<file path="config.mk">
export PLATFORM = sky130hd
export DESIGN_NAME = pwm_multi_channel
export DESIGN_NICKNAME = d
export VERILOG_FILES = /design/src/rtl/pwm_multi_channel.sv
export SDC_FILE = /design/constraint.sdc
export NUM_CORES = 1
export LEC_CHECK = 0
export ABC_AREA = 1
export CAP_MARGIN = 20
export CORE_UTILIZATION = 31
export DETAILED_ROUTE_END_ITERATION = 16
export SYNTH_ARGS = -nofsm -noshare
export SYNTH_HDL_FRONTEND = slang
export SYNTH_SLANG_ARGS = --single-unit
</file>
<file path="constraint.sdc">
create_clock -name clk -period 4.7 [get_ports clk]
set_input_delay 0.94 -clock clk [delete_from_list [all_inputs] [get_ports clk]]
set_output_delay 0.94 -clock clk [all_outputs]
set_load 0.01 [all_outputs]
</file>
<file path="src/rtl/pwm_multi_channel.sv">
// Multi-channel PWM generator: shared prescaled timebase, edge/centre-aligned counting,
// per-channel polarity, and shadowed configuration that switches only at period start.
module pwm_multi_channel #(
   parameter int unsigned CHANNELS  = 4,
   parameter int unsigned WIDTH     = 16,
   parameter int unsigned PRE_WIDTH = 8
) (
   input  logic                      clk,
   input  logic                      reset,
   input  logic                      enable,
   input  logic [PRE_WIDTH-1:0]      prescale,
   input  logic [WIDTH-1:0]          period,
   input  logic [CHANNELS*WIDTH-1:0] duty,
   input  logic [CHANNELS-1:0]       polarity,
   input  logic                      center_mode,
   input  logic                      update_req,
   output logic [CHANNELS-1:0]       pwm_out,
   output logic                      period_tick,
   output logic                      update_ack
);

   typedef enum logic {DIR_UP = 1'b0, DIR_DOWN = 1'b1} dir_e;

   logic [PRE_WIDTH-1:0]      pre_q, pre_d;
   logic [WIDTH-1:0]          cnt_q, cnt_d;
   dir_e                      dir_q, dir_d;
   logic [WIDTH-1:0]          period_s_q, period_s_d;
   logic [CHANNELS*WIDTH-1:0] duty_s_q, duty_s_d;
   logic [CHANNELS-1:0]       pol_s_q, pol_s_d;
   logic                      center_s_q, center_s_d;
   logic                      pend_q, pend_d;
   logic [CHANNELS-1:0]       pwm_q, pwm_d;
   logic                      tick_out_q, ack_q;

   logic tick_c;
   logic boundary_c;
   logic load_c;

   // Timebase, boundary detection and shadow-load decision
   always_comb begin
      pre_d      = pre_q;
      cnt_d      = cnt_q;
      dir_d      = dir_q;
      period_s_d = period_s_q;
      duty_s_d   = duty_s_q;
      pol_s_d    = pol_s_q;
      center_s_d = center_s_q;
      pend_d     = pend_q;
      pwm_d      = '0;
      boundary_c = 1'b0;

      tick_c = enable && (pre_q == prescale);

      if (!center_s_q)
         boundary_c = tick_c && (cnt_q == period_s_q);
      else if (period_s_q == '0)
         boundary_c = tick_c;
      else
         boundary_c = tick_c && (dir_q == DIR_DOWN) && (cnt_q == WIDTH'(1));

      // While halted there is no boundary, so a request loads straight away
      load_c = enable ? (boundary_c && (pend_q || update_req)) : (pend_q || update_req);

      if (!enable) begin
         pre_d = '0;
         cnt_d = '0;
         dir_d = DIR_UP;
      end else begin
         pre_d = tick_c ? '0 : pre_q + PRE_WIDTH'(1);
         if (boundary_c) begin
            cnt_d = '0;
            dir_d = DIR_UP;
         end else if (tick_c) begin
            if (!center_s_q) begin
               cnt_d = cnt_q + WIDTH'(1);
            end else if (dir_q == DIR_UP) begin
               cnt_d = cnt_q + WIDTH'(1);
               // dir reflects the next step, so the peak value is already "down"
               if (cnt_d >= period_s_q) dir_d = DIR_DOWN;
            end else begin
               cnt_d = cnt_q - WIDTH'(1);
            end
         end
      end

      if (load_c) begin
         pend_d     = 1'b0;
         period_s_d = period;
         duty_s_d   = duty;
         pol_s_d    = polarity;
         center_s_d = center_mode;
      end else if (update_req) begin
         pend_d = 1'b1;
      end

      for (int k = 0; k < CHANNELS; k++) begin
         if (enable)
            pwm_d[k] = (cnt_q < duty_s_q[k*WIDTH +: WIDTH]) ^ pol_s_q[k];
         else
            pwm_d[k] = pol_s_q[k];
      end
   end

   always_ff @(posedge clk or posedge reset) begin
      if (reset) begin
         pre_q      <= '0;
         cnt_q      <= '0;
         dir_q      <= DIR_UP;
         period_s_q <= '0;
         duty_s_q   <= '0;
         pol_s_q    <= '0;
         center_s_q <= 1'b0;
         pend_q     <= 1'b0;
         pwm_q      <= '0;
         tick_out_q <= 1'b0;
         ack_q      <= 1'b0;
      end else begin
         pre_q      <= pre_d;
         cnt_q      <= cnt_d;
         dir_q      <= dir_d;
         period_s_q <= period_s_d;
         duty_s_q   <= duty_s_d;
         pol_s_q    <= pol_s_d;
         center_s_q <= center_s_d;
         pend_q     <= pend_d;
         pwm_q      <= pwm_d;
         tick_out_q <= boundary_c;
         ack_q      <= load_c;
      end
   end

   assign pwm_out     = pwm_q;
   assign period_tick = tick_out_q;
   assign update_ack  = ack_q;

endmodule

</file>
==> Yosys cells after proc, flatten, opt, wreduce, memory -nomap -nowiden <==
Cells that the tools add are included.
{ "word_totals": {"regBits": 117, "input_bits": 97} }
{ "classes": {"add_sub_neg": 3, "magnitude_cmp": 5, "eq_ne": 5, "mux": 22, "n_bitwise": 4, "reduce_logical": 9} }
{ "ops": {"columns": ["operator", "count"], "rows": [
  ["two-way mux 16 bit", 5],
  ["< comparator 16 bit", 4],
  ["adder 16 x 1 -> 16 bit (second input constant)", 1],
  ["equality test 16 x 1 -> 1 bit (second input constant)", 1],
  ["equality test 16 bit", 1],
  ["greater-or-equal comparator 16 bit", 1],
  ["logical NOT 16 bit", 1],
  ["two-way mux 8 bit", 2],
  ["subtractor 16 x 1 -> 16 bit (second input constant)", 1],
  ["two-way mux 1 bit", 15],
  ["adder 8 x 1 -> 8 bit (second input constant)", 1],
  ["equality test 8 bit", 1],
  ["inequality test 3 x 1 -> 1 bit (second input constant)", 2],
  ["logical AND 1 bit", 5],
  ["XOR 1 bit", 4],
  ["AND reduction 2 bit", 1],
  ["nonzero test 2 bit", 1],
  ["logical OR 1 bit", 1]
]} }

==> Logic depth before layout (Yosys ltp) <==
{ "logic_depth": {"depth_word": 9, "depth_mapped": 16, "mapped_depth_nobuf": 14} }

==> Least setup slack after synthesis <==
No wires, ideal clock.
{ "synth_timing": {"kind": "register to register", "from": "reg cnt_q[2]", "to": "reg dir_q", "setup_time_ns": 0.077, "arrival_ns": 2.198, "setup_slack_ns": 2.424, "stages_incl_launch_ff": 15, "n_path_buf": 1, "synth_period_minus_slack_ns": 2.276, "path_cell_list": "dfrtp_1 -> buf_2 -> inv_2 -> nor3_1 -> nand2_1 -> inv_1 -> nand4_1 -> and2_1 -> ha_1 -> nand2_1 -> nor3_1 -> nand3_1 -> nand3_1 -> nand2_1 -> a21oi_1"} }
{ "synth_via": {"elab_chain_len": 8} }
{ "synth_rtl": {"columns": ["item", "line_no", "source"], "rows": [
  ["start, declared", "25", "logic [WIDTH-1:0] cnt_q, cnt_d;"],
  ["start signal, assigned", "119", "cnt_q <= cnt_d;"],
  ["adder 16 x 1 -> 16 bit", "77", "cnt_d = cnt_q + WIDTH'(1);"],
  ["greater-or-equal comparator 16 bit", "79", "if (cnt_d >= period_s_q) dir_d = DIR_DOWN;"],
  ["two-way mux 1 bit", "79", null],
  ["two-way mux 1 bit", "76", "end else if (dir_q == DIR_UP) begin"],
  ["two-way mux 1 bit", "74", "if (!center_s_q) begin"],
  ["two-way mux 1 bit", "73", "end else if (tick_c) begin"],
  ["two-way mux 1 bit", "70", "if (boundary_c) begin"],
  ["two-way mux 1 bit", "64", "if (!enable) begin"],
  ["end signal, assigned", "120", "dir_q <= dir_d;"],
  ["end, declared", "26", "dir_e dir_q, dir_d;"]
]} }
Several ways; a longest one is shown, not always the timed one. The select of a mux whose other input is x is not followed.
A chain may end at the register's enable or synchronous reset.

==> Worst setup path in the final report <==
{ "layout_timing": {"from": "reg cnt_q[1]", "to": "reg duty_s_q[21]"} }
{ "layout_via": {"elab_chain_len": 6} }
{ "layout_rtl": {"columns": ["item", "line_no", "source"], "rows": [
  ["equality test 16 x 1 -> 1 bit", "59", "boundary_c = tick_c && (dir_q == DIR_DOWN) && (cnt_q == WIDTH'(1));"],
  ["logical AND 1 bit", "59", null],
  ["two-way mux 1 bit", "56", "else if (period_s_q == '0)"],
  ["two-way mux 1 bit *", "54", "if (!center_s_q)"],
  ["logical AND 1 bit *", "62", "load_c = enable ? (boundary_c && (pend_q || update_req)) : (pend_q || update_req);"],
  ["two-way mux 1 bit *", "62", null],
  ["end signal, assigned", "122", "duty_s_q <= duty_s_d;"],
  ["end, declared", "28", "logic [CHANNELS*WIDTH-1:0] duty_s_q, duty_s_d;"]
]} }
Mark *: on every way between the ends. The rest lies on a longest branch, timed or not.

==> key figures <==
STA
  • Fin crit share: a little under 70%
  • Final Setup Violations: 0
  • Final Hold Vio Count: 0
  • Setup repair after global routing missed its margin: no
  • Setup clock skew after layout: 0.0146 ns
  • Time the final worst path needs with I/O delays and setup: 3.21 ns
  • TNS Setup: 0 ns
  • Slew @ Worst Pin: 0.886 ns
  • Relative slew slack: about two fifths
  • Maximum clock rate: just over 300 MHz
  • Worst slack on hold paths: 0.466 ns
  • Final Max Tran Viols: 0

Layout
  • Number of fillers in the final layout: 2633
  • Share of post-route cells with drive strength above 1: under 10%
  • Layout area overhead: 23.1%
  • Area of the multi-input gates: 4160 sq um
  • Highest-count cells in the layout ignoring fill and taps: sky130_fd_sc_hd__nand2_1 (350), sky130_fd_sc_hd__inv_1 (123), sky130_fd_sc_hd__nand3_1 (118)
  • Most common cell after layout, fill and taps aside: sky130_fd_sc_hd__nand2_1
  • Net count reported at finish: 1344
  • Diode insertion count for antenna repair: 0
  • Register area: 2930 sq um

Clock network
  • Count of clock tree sinks: 117
  • Cells resized by post-CTS repair: 0
  • Maximum buffer depth of the clock tree: 2
  • TritonCTS clock tree: done
  • # H-tree levels: 4
  • Total clock buffers created by CTS: 17
  • Clock root buffer master: sky130_fd_sc_hd__clkbuf_16
  • Hold Buf Count CTS: 0
  • Clock insertion delay at the later pin of the skew report: 0.43 ns
  • Post-CTS setup-driven buffer insertion count: 0
  • Clock Pin Slew Worst Setup and Hold Paths: 0.06 ns

Power and ir drop
  • Post-layout total power: about 2.9 mW
  • Sequential cell fraction of total power: between 40 and 50%
  • Power density over the cells: 299 nW/um^2
  • VDD IR max: 0.181 mV
  • Proportion of total power due to net switching: 28.4%
  • Leakage power of the design: around 5.1 nW
  • Share of total power in the clock network: 42.1%
  • Total net switching power: ~0.82 mW
  • Portion of total power attributed to combinational logic: 16.8%
  • Internal Dissipation: roughly 2 mW

Route
  • Number of vias after detailed routing: about 7100
  • Number of iterations in the first detailed-routing pass: 5
  • Residual antenna-violating net count after detailed routing: 0
  • Via density per instance: 4.76
  • Residual DRC count: 0
  • Routed len/inst: 14.4 microns
  • Routed wire length: 21600 microns
  • Violation count after the first detailed-route iteration: 484

Logic synthesis
  • Sequential fraction of the synthesis area: a little under two fifths
  • Ys Warns: 0
  • Share of flip-flops with an asynchronous set or reset after synthesis: 100%
  • Total standard cell area after synthesis: 7830 sq um
  • Synth cell types: 29
  • Average instance area after synthesis: 7.25 sq um
  • Xor-xnor portion of the synthesized cell area: 2.69%
  • Proportion of synthesized area in mux cells: 0%
  • Post-synthesis sequential element count: 117
  • Share of synthesized cell area in and, or, nand and nor gates: 30.7%
  • Synthesized-area fraction occupied by ao, oa, aoi and oai cells: 6.97%
  • Top flip-flop cell by instance count after synthesis: sky130_fd_sc_hd__dfrtp_1
  • Synthesized-area fraction occupied by adder cells: between 10% and 20%
  • Count of flip-flops with a built-in enable after synthesis: 0
  • Largest family of logic cells by synthesized area: simple AND/OR/NAND/NOR gates
  • Number of nets produced by synthesis: between 1000 and 1500
  • Number of cells produced by synthesis: between 1000 and 1500

Global route
  • Maximum number of pins on one net before global-route repair: between 80 and 90
  • Wire length of the first global-routing pass: 35400 microns
  • Total track usage: 17.5%
  • Via count of the first global-routing pass: approximately 7000
  • Antenna violations before repair: 0
  • GRT Residual Overflow: 0

Critical path
  • Reg-to-reg startpoint: cnt_q[1]
  • Critical path required time: 5.06 ns
  • CP arrival: between 3 and 4 ns
  • Register-to-Register Setup Slack: 1.49 ns
  • Cells along the critical path: inv_1 -> ha_1 -> nand3_1 -> nor2_1 -> nand2_1 -> nand2_1 -> nand2_1 -> nand2_1 -> nand2_2 -> nand2_4 -> nand2_2 -> buf_4 -> nand2_1 -> nand2_1
  • Worst reg2reg path depth: 14
  • Reg2Reg Capture Point: duty_s_q[21]
  • Category of cells accounting for the largest share of critical-path delay: simple AND/OR/NAND/NOR gates
  • WP buf/inv: 2
  • Element type at the critical path end: register
  • Dominant cell type by count on the critical path: sky130_fd_sc_hd__nand2_1
  • Critical Path Source Type: register
  • Biggest cell delay along the critical path: 0.62 ns
  • Worst setup path class: reg -> reg
  • Crit path max fanout: between 70 and 80
  • Crit-path slowest cell: sky130_fd_sc_hd__buf_4

Die
  • Die ar.: between 20000 and 30000 sq um
  • Die Y: approximately 160 microns
  • Number of ports placed on the die boundary: between 100 and 150
  • Starting Density: 31.9%
  • Std cell rows: 57
  • Die extent in x: 161 microns
  • Placeable Area: 24500 sq um

Job
  • Max-cap viol count: 0

Min path
  • Class of the worst hold path: reg -> reg
  • Destination of the worst hold path: duty_s_q[29]
  • Start point of the worst hold path: duty_s_q[29]
  • Min-Delay Path Depth: 2

Run status
  • Outcome: finished, final reports clean

Place
  • Placer congestion estimate: ~0.93
  • Buffers added on ports: about 100
  • Half-perimeter wire length after placement: 15400 microns
## worst max path at each step
stage	from	to	depth (start not counted)
3_3_place_gp	prescale[1]	duty_s_q[27]	12
6_report	cnt_q[1]	duty_s_q[21]	14
5_1_grt	cnt_q[1]	duty_s_q[53]	14
4_1_cts	cnt_q[1]	duty_s_q[13]	14
3_5_place_dp	prescale[5]	duty_s_q[21]	12
2_1_floorplan	reset	center_s_q	1
## tightest hold or removal path, stage by stage (launching register included)
cell and delay [ns]:
sky130_fd_sc_hd__dfrtp_1 0.34, sky130_fd_sc_hd__nand2_1 0.05, sky130_fd_sc_hd__nand2_1 0.04
## synth_stat cells, types with 8 or more instances
master	n	share of area (%)
sky130_fd_sc_hd__inv_1	125	6.0
sky130_fd_sc_hd__nor3_1	20	1.3
sky130_fd_sc_hd__a21oi_1	50	3.2
sky130_fd_sc_hd__nor2_1	66	3.2
sky130_fd_sc_hd__nand2_1	350	17
sky130_fd_sc_hd__dfrtp_1	117	37
sky130_fd_sc_hd__buf_2	17	1.1
sky130_fd_sc_hd__o21ai_0	45	2.9
sky130_fd_sc_hd__xor2_1	16	1.8
sky130_fd_sc_hd__clkbuf_1	14	0.67
sky130_fd_sc_hd__nand4_1	10	0.80
sky130_fd_sc_hd__inv_2	12	0.58
sky130_fd_sc_hd__xnor2_1	8	0.90
sky130_fd_sc_hd__nand3_1	118	7.5
sky130_fd_sc_hd__ha_1	80	13
## through the flow
| stage | util, % | instance area (sq um) | setup slack (ns) | cells |
|---|---|---|---|---|
| after floorplan | - | 7830 | 0.659 | 1080 |
| after global placement | 37.0 | 9090 | 1.25 | 1472 |
| after detailed placement | 37.0 | 9090 | 1.13 | 1472 |
| after CTS | 39.3 | 9640 | 1.48 | 1502 |
| after global routing | 39.3 | 9640 | 1.23 | 1502 |
| final | 39.3 | 9640 | 1.49 | 1502 |
## state kept, by name, summed over array words and instances (netlist names)
| signal | flops |
|---|---|
| period_s_q | 16 |
| center_s_q | 1 |
| pol_s_q | 4 |
| duty_s_q | 64 |
| pend_q | 1 |
| period_tick | 1 |
| pre_q | 8 |
| dir_q | 1 |
| update_ack | 1 |
| cnt_q | 16 |
| pwm_out | 4 |
## metal layers
layer,track usage [%],vias to the layer above,part of all wire [%]
met5,0,-,0
li1,-,3635,-
met1,22.2,3274,45
met3,3.02,39,5.1
met4,6.39,0,2.1
met2,29.6,199,48
## final cells by class
class / instances / area share [%]
clock buffers: 18 / 4.56
clock inverters: 12 / 1.13
inverters: 138 / 5.40
multi-input cells: 785 / 43.1
flip-flops and latches: 117 / 30.4
well taps: 324 / 4.21
repair buffers: 108 / 11.2
## kinds of logic after synthesis
kind of cell / Yosys count
AND/OR/NAND/NOR: 576
buffers and inverters: 178
flip-flops: 117
AO/OA/AOI/OAI: 105
adder cells (fa/ha/maj): 80
XOR/XNOR: 24
## power by group through the flow
| stage | clock network, mW | registers, mW | logic [mW] |
|---|---|---|---|
| 2_1_floorplan | 0 | 1.18 | 0.317 |
| 3_3_place_gp | 0 | 1.20 | 0.475 |
| 3_5_place_dp | 0 | 1.20 | 0.489 |
| 4_1_cts | 1.24 | 1.19 | 0.492 |
| 5_1_grt | 1.28 | 1.20 | 0.558 |
| 6_report | 1.21 | 1.18 | 0.483 |
Note: power is estimated with default switching activity, not from simulation.
